===== src/rtl/matrix_result_streamer.sv =====
// matrix_result_streamer: reads the DIM x DIM result matrix out of a
// synchronous-read RAM (1-cycle latency) and emits it as a valid/ready
// stream tagged with row/column/last, in row- or column-major order.
// A 2-entry skid FIFO hides the RAM latency under backpressure.
module matrix_result_streamer #(
  parameter int unsigned DATA_W = 16,
  parameter int unsigned DIM    = 4,
  parameter int unsigned ADDR_W = 4
) (
  input  logic              clk,
  input  logic              reset,
  input  logic              start,
  input  logic              col_major,
  output logic              busy,
  output logic              done,
  output logic              mem_ren,
  output logic [ADDR_W-1:0] mem_addr,
  input  logic [DATA_W-1:0] mem_dout,
  output logic              m_valid,
  input  logic              m_ready,
  output logic [DATA_W-1:0] m_data,
  output logic [1:0]        m_row,
  output logic [1:0]        m_col,
  output logic              m_last
);

  localparam int unsigned N     = DIM * DIM;
  localparam int unsigned CNT_W = $clog2(N + 1);
  localparam logic [CNT_W-1:0] DIM_C  = CNT_W'(DIM);
  localparam logic [CNT_W-1:0] LAST_C = CNT_W'(N - 1);

  typedef enum logic [1:0] {
    S_IDLE,
    S_RUN,
    S_DRAIN
  } state_e;

  state_e             state_q, state_d;
  logic               colmaj_q;
  logic [CNT_W-1:0]   issue_q;
  logic [CNT_W-1:0]   emit_q;
  logic               inflight_q;
  logic [3:0]         tag_q;
  logic [DATA_W-1:0]  fifo_data_q [2];
  logic [3:0]         fifo_tag_q  [2];
  logic               wr_ptr_q, rd_ptr_q;
  logic [1:0]         count_q;
  logic               done_q;

  logic               start_acc;
  logic               pop;
  logic               last_pop;
  logic               room;
  logic [2:0]         occ;
  logic [CNT_W-1:0]   k_div, k_mod;
  logic [CNT_W-1:0]   r_idx, c_idx;
  logic [ADDR_W-1:0]  addr;

  // Handshake, issue-index decode and FIFO occupancy headroom
  always_comb begin
    start_acc = (state_q == S_IDLE) && start;
    m_valid   = (count_q != 2'd0);
    pop       = m_valid && m_ready;
    last_pop  = pop && (emit_q == LAST_C);
    k_div     = issue_q / DIM_C;
    k_mod     = issue_q % DIM_C;
    r_idx     = colmaj_q ? k_mod : k_div;
    c_idx     = colmaj_q ? k_div : k_mod;
    addr      = ADDR_W'(r_idx * DIM_C + c_idx);
    // Entries held plus the read in flight, minus the one leaving this cycle,
    // must stay below the FIFO depth; pop is added on the right to avoid underflow.
    occ       = 3'(count_q) + 3'(inflight_q);
    room      = occ < (3'd2 + 3'(pop));
  end

  // FSM state register
  always_ff @(posedge clk or negedge reset) begin
    if (!reset) state_q <= S_IDLE;
    else        state_q <= state_d;
  end

  // FSM next-state logic
  always_comb begin
    state_d = state_q;
    unique case (state_q)
      S_IDLE:  if (start_acc) state_d = S_RUN;
      S_RUN:   if (mem_ren && (issue_q == LAST_C)) state_d = S_DRAIN;
      S_DRAIN: if (last_pop) state_d = S_IDLE;
      default: state_d = S_IDLE;
    endcase
  end

  // FSM outputs: busy, read strobe and address
  always_comb begin
    busy     = (state_q != S_IDLE);
    mem_ren  = (state_q == S_RUN) && room;
    mem_addr = mem_ren ? addr : '0;
  end

  // Counters, in-flight tracking, skid FIFO and done pulse
  always_ff @(posedge clk or negedge reset) begin
    if (!reset) begin
      colmaj_q   <= 1'b0;
      issue_q    <= '0;
      emit_q     <= '0;
      inflight_q <= 1'b0;
      tag_q      <= '0;
      wr_ptr_q   <= 1'b0;
      rd_ptr_q   <= 1'b0;
      count_q    <= '0;
      done_q     <= 1'b0;
      for (int unsigned i = 0; i < 2; i++) begin
        fifo_data_q[i] <= '0;
        fifo_tag_q[i]  <= '0;
      end
    end else begin
      inflight_q <= mem_ren;
      if (mem_ren) tag_q <= {2'(r_idx), 2'(c_idx)};

      if (start_acc) begin
        colmaj_q <= col_major;
        issue_q  <= '0;
        emit_q   <= '0;
      end else begin
        if (mem_ren) issue_q <= issue_q + 1'b1;
        if (pop && (emit_q != LAST_C)) emit_q <= emit_q + 1'b1;
      end

      if (inflight_q) begin
        fifo_data_q[wr_ptr_q] <= mem_dout;
        fifo_tag_q[wr_ptr_q]  <= tag_q;
        wr_ptr_q              <= ~wr_ptr_q;
      end
      if (pop) rd_ptr_q <= ~rd_ptr_q;
      count_q <= count_q + 2'(inflight_q) - 2'(pop);

      done_q <= (state_q == S_DRAIN) && last_pop;
    end
  end

  // Stream outputs taken from the registered FIFO head
  always_comb begin
    m_data = fifo_data_q[rd_ptr_q];
    m_row  = fifo_tag_q[rd_ptr_q][3:2];
    m_col  = fifo_tag_q[rd_ptr_q][1:0];
    m_last = m_valid && (emit_q == LAST_C);
    done   = done_q;
  end

endmodule


===== config.mk =====
export PLATFORM = sky130hd
export DESIGN_NAME = matrix_result_streamer
export DESIGN_NICKNAME = d
export VERILOG_FILES = /design/src/rtl/matrix_result_streamer.sv
export SDC_FILE = /design/constraint.sdc
export NUM_CORES = 1
export LEC_CHECK = 0
export ABC_CLOCK_PERIOD_IN_PS = 4050
export CORE_MARGIN = 2
export CORE_UTILIZATION = 45
export CTS_CLUSTER_DIAMETER = 150
export DETAILED_ROUTE_END_ITERATION = 10
export PLACE_DENSITY = 0.79
export SYNTH_ARGS = -nofsm -noshare
export SYNTH_HDL_FRONTEND = slang
export SYNTH_SLANG_ARGS = --single-unit
export TNS_END_PERCENT = 50

===== constraint.sdc =====
create_clock -name clk -period 4.05 [get_ports clk]
set_input_delay 0.405 -clock clk [delete_from_list [all_inputs] [get_ports clk]]
set_output_delay 0.405 -clock clk [all_outputs]
set_load 0.1 [all_outputs]

==> summary.txt <==
Detailed routing
  • DRC viols: 0
  • Ratio of routed vias to standard cells: between 5 and 6
  • Sum of routed wire length over all layers: around 5300 um
  • Antenna Nets Post-Route: 0
  • Total via count after detailed routing: between 1500 and 2000
  • Average wire per standard cell: around 15 um
  • First-pass detailed-route iteration total: 4
  • Number of design-rule violations left by the first detailed-router iteration: 50

Finish
  • Fraction of layout cells with a size suffix above 1: between 30% and 40%
  • Final cell area excluding filler cells: 3660 um2
  • Final nets: just over 300
  • Count of inserted antenna diode cells: 0
  • Signed area change from the synthesized netlist to the final layout: 25.2%

Clock tree
  • Buffers inserted during post-CTS setup optimization: 0
  • Post-CTS Hold Buffers: 0
  • Root Buffer: sky130_fd_sc_hd__clkbuf_8
  • Clock tree from TritonCTS: built
  • Skew-Pair Late Insertion Delay: about 330 ps
  • Number of buffers created by CTS: 9
  • Sinks on Clock Net: 63
  • CTS H-Tree Depth: 3
  • Buffer depth of the longest clock path: 2
  • Clock transition at path regs: 80 ps
  • Number of cells upsized or downsized after cts: 0

Floorplan
  • Starting density of the core: roughly 46%
  • Site row count: 29
  • Number of I/O pins: 50
  • Die area: about 7200 um2
  • Placeable core region: between 6000 and 7000 um2
  • Chip Width: 84.6 um
  • Die height: ~85 um

Synthesis
  • Share of the synthesized area in the top cell type: a little over half
  • Cells after Synth: between 200 and 250
  • Syn nets: about 250
  • Most used standard cell by instance count after synthesis: sky130_fd_sc_hd__dfrtp_1
  • Post-synthesis area per instance: around 13 um2
  • Flops & latches, synth: between 60 and 70
  • Most used DFF post-synth: sky130_fd_sc_hd__dfrtp_1
  • Netlist Area Pre-Place: a little under 3000 um2
  • Synthesis warning total: 0
  • Share of the yosys chip area belonging to registers: roughly 54%
  • Top cells by instance count after synthesis: sky130_fd_sc_hd__dfrtp_1, sky130_fd_sc_hd__mux2_2, sky130_fd_sc_hd__nand2_1
  • Synth top area cells: sky130_fd_sc_hd__dfrtp_1, sky130_fd_sc_hd__mux2_2, sky130_fd_sc_hd__ha_1, sky130_fd_sc_hd__o21ai_0, sky130_fd_sc_hd__xnor2_1
  • Number of enable-type register cells in the synthesized netlist: 0
  • Leading area contributor after synthesis: sky130_fd_sc_hd__dfrtp_1
  • Post-synthesis cell type count: 29
  • Fraction of registers with async set or reset after synthesis: 100%

STA
  • Worst Tran Pin Value: approximately 1100 ps
  • Skew final: 10.5 ps
  • Fmax achieved: about 0.32 GHz
  • Number of max-slew violations in the final report: 0
  • Period utilization: 76.5%
  • Final setup violation count: 0
  • Final sum of negative setup slack: 0 ps
  • Relative slew margins: around 26%
  • Count of final hold-check violations: 0
  • Post-route worst setup slack: roughly 950 ps
  • Post-Route Hold Slack: approximately 57 ps
  • Setup repair after global routing missed its margin: no
  • Min Clock Period, post-route: a little over 3000 ps

Critical path
  • Critical path type: reg -> out
  • Worst EP required: roughly 3600 ps
  • Critical path fanouts, max: 21
  • Crit. End Element: output port
  • Startpoint types: flip-flop
  • Data arrival time of the worst path: around 2700 ps

Global route
  • Pin count of the biggest net entering global routing: 38
  • Final global-route overflow total: 0
  • Aggregate global-route resource usage: 16.7%
  • Global-route wire length before repair: around 9300 um
  • Vias in the first global route: between 2000 and 2500
  • Number of antenna violations at the first check in global routing: 0

Placement
  • Placed wire-length estimate: between 3000 and 4000 um
  • Worst-case setup slack after placement: approximately 1300 ps
  • RD Place Congestion: roughly 0.80
  • Port bufs: between 40 and 50
  • Post-DP Area: 3460 um2

Run status
  • Result of the run: finished, final reports clean

Min path
  • HP Class: in -> async

Flow run
  • Number of maximum-capacitance constraint violations: 0
per-stage QoR:
step | utilization [%] | std cells
2_1_floorplan | - | 223
3_3_place_gp | 54.8 | 342
3_5_place_dp | 54.8 | 342
4_1_cts | 57.9 | 358
5_1_grt | 57.9 | 358
6_report | 57.9 | 358
cells in the final DEF (no fill, tap or decap), types with 2 or more instances in the layout:
cell / instances
sky130_fd_sc_hd__clkinvlp_4: 2
sky130_fd_sc_hd__clkdlybuf4s50_1: 42
sky130_fd_sc_hd__nor3b_1: 2
sky130_fd_sc_hd__dfrtp_1: 63
sky130_fd_sc_hd__clkinv_2: 2
sky130_fd_sc_hd__inv_1: 6
sky130_fd_sc_hd__nand2_1: 12
sky130_fd_sc_hd__clkbuf_8: 9
sky130_fd_sc_hd__ha_1: 9
sky130_fd_sc_hd__xnor2_1: 6
sky130_fd_sc_hd__mux2i_1: 5
sky130_fd_sc_hd__nand3_1: 4
sky130_fd_sc_hd__o211ai_1: 2
sky130_fd_sc_hd__o21ai_4: 2
sky130_fd_sc_hd__nor2_1: 11
sky130_fd_sc_hd__mux2_2: 61
sky130_fd_sc_hd__buf_4: 7
sky130_fd_sc_hd__and2_1: 4
sky130_fd_sc_hd__and3_1: 4
sky130_fd_sc_hd__o21ai_0: 11
sky130_fd_sc_hd__xor2_1: 2
path summary, 6_finish.rpt:
kind / slack (ps) / end / start / cells after the start
worst min register to register: 500 / fifo_tag_q[7] / fifo_tag_q[7] / 1
worst max register to register: 2140 / tag_q[2] / inflight_q / 7
max in group asynchronous: 3100 / fifo_data_q[7] / reset / 2
worst max-delay path: 950 / m_data[8] / rd_ptr_q / 2
min in group clk: 500 / fifo_tag_q[7] / fifo_tag_q[7] / 1
worst min-delay path: 60 / fifo_data_q[22] / reset / 1
layout make-up:
cell class / count / area (um2)
clock buffer: 9 / 124
clock inverter: 7 / 72.6
fill: 533 / 2660
inverter: 7 / 28.8
multi-input combinational: 145 / 1280
sequential: 63 / 1580
tap: 77 / 96.3
timing repair buffer: 50 / 478
per-layer routing:
metal / part of all wire (%) / global-route usage [%]
met5: 0 / 0
met4: 1.2 / 5.92
met3: 5.3 / 6.59
met2: 48 / 26.4
met1: 46 / 20.8
kinds of logic after synthesis:
group / after synthesis / share of synthesized area, %
muxes: 67 / 25.7
AOI/OAI and AO/OA: 19 / 4.71
xor gates and xnor gates: 8 / 2.40
buffers and inverters: 15 / 2.27
and+or+nand+nor: 42 / 7.11
adders and majority gates: 9 / 3.85
DFF: 63 / 53.9
sequential cells by signal, indices dropped and copies added, names as in the netlist:
name,cells
fifo_data_q,32
fifo_tag_q,8
emit_q,5
issue_q,5
tag_q,4
count_q,2
state_q,2
colmaj_q,1
done,1
inflight_q,1
rd_ptr_q,1
wr_ptr_q,1
critical path, cell delays in order, from the launching register on:
cell,delay [ps]
sky130_fd_sc_hd__dfrtp_1,920
sky130_fd_sc_hd__mux2_2,310
sky130_fd_sc_hd__clkdlybuf4s50_1,1130
Power is left out: the tool's default activity adds up to more than one toggle a clock period on the data nets, which glitch-free logic cannot reach.
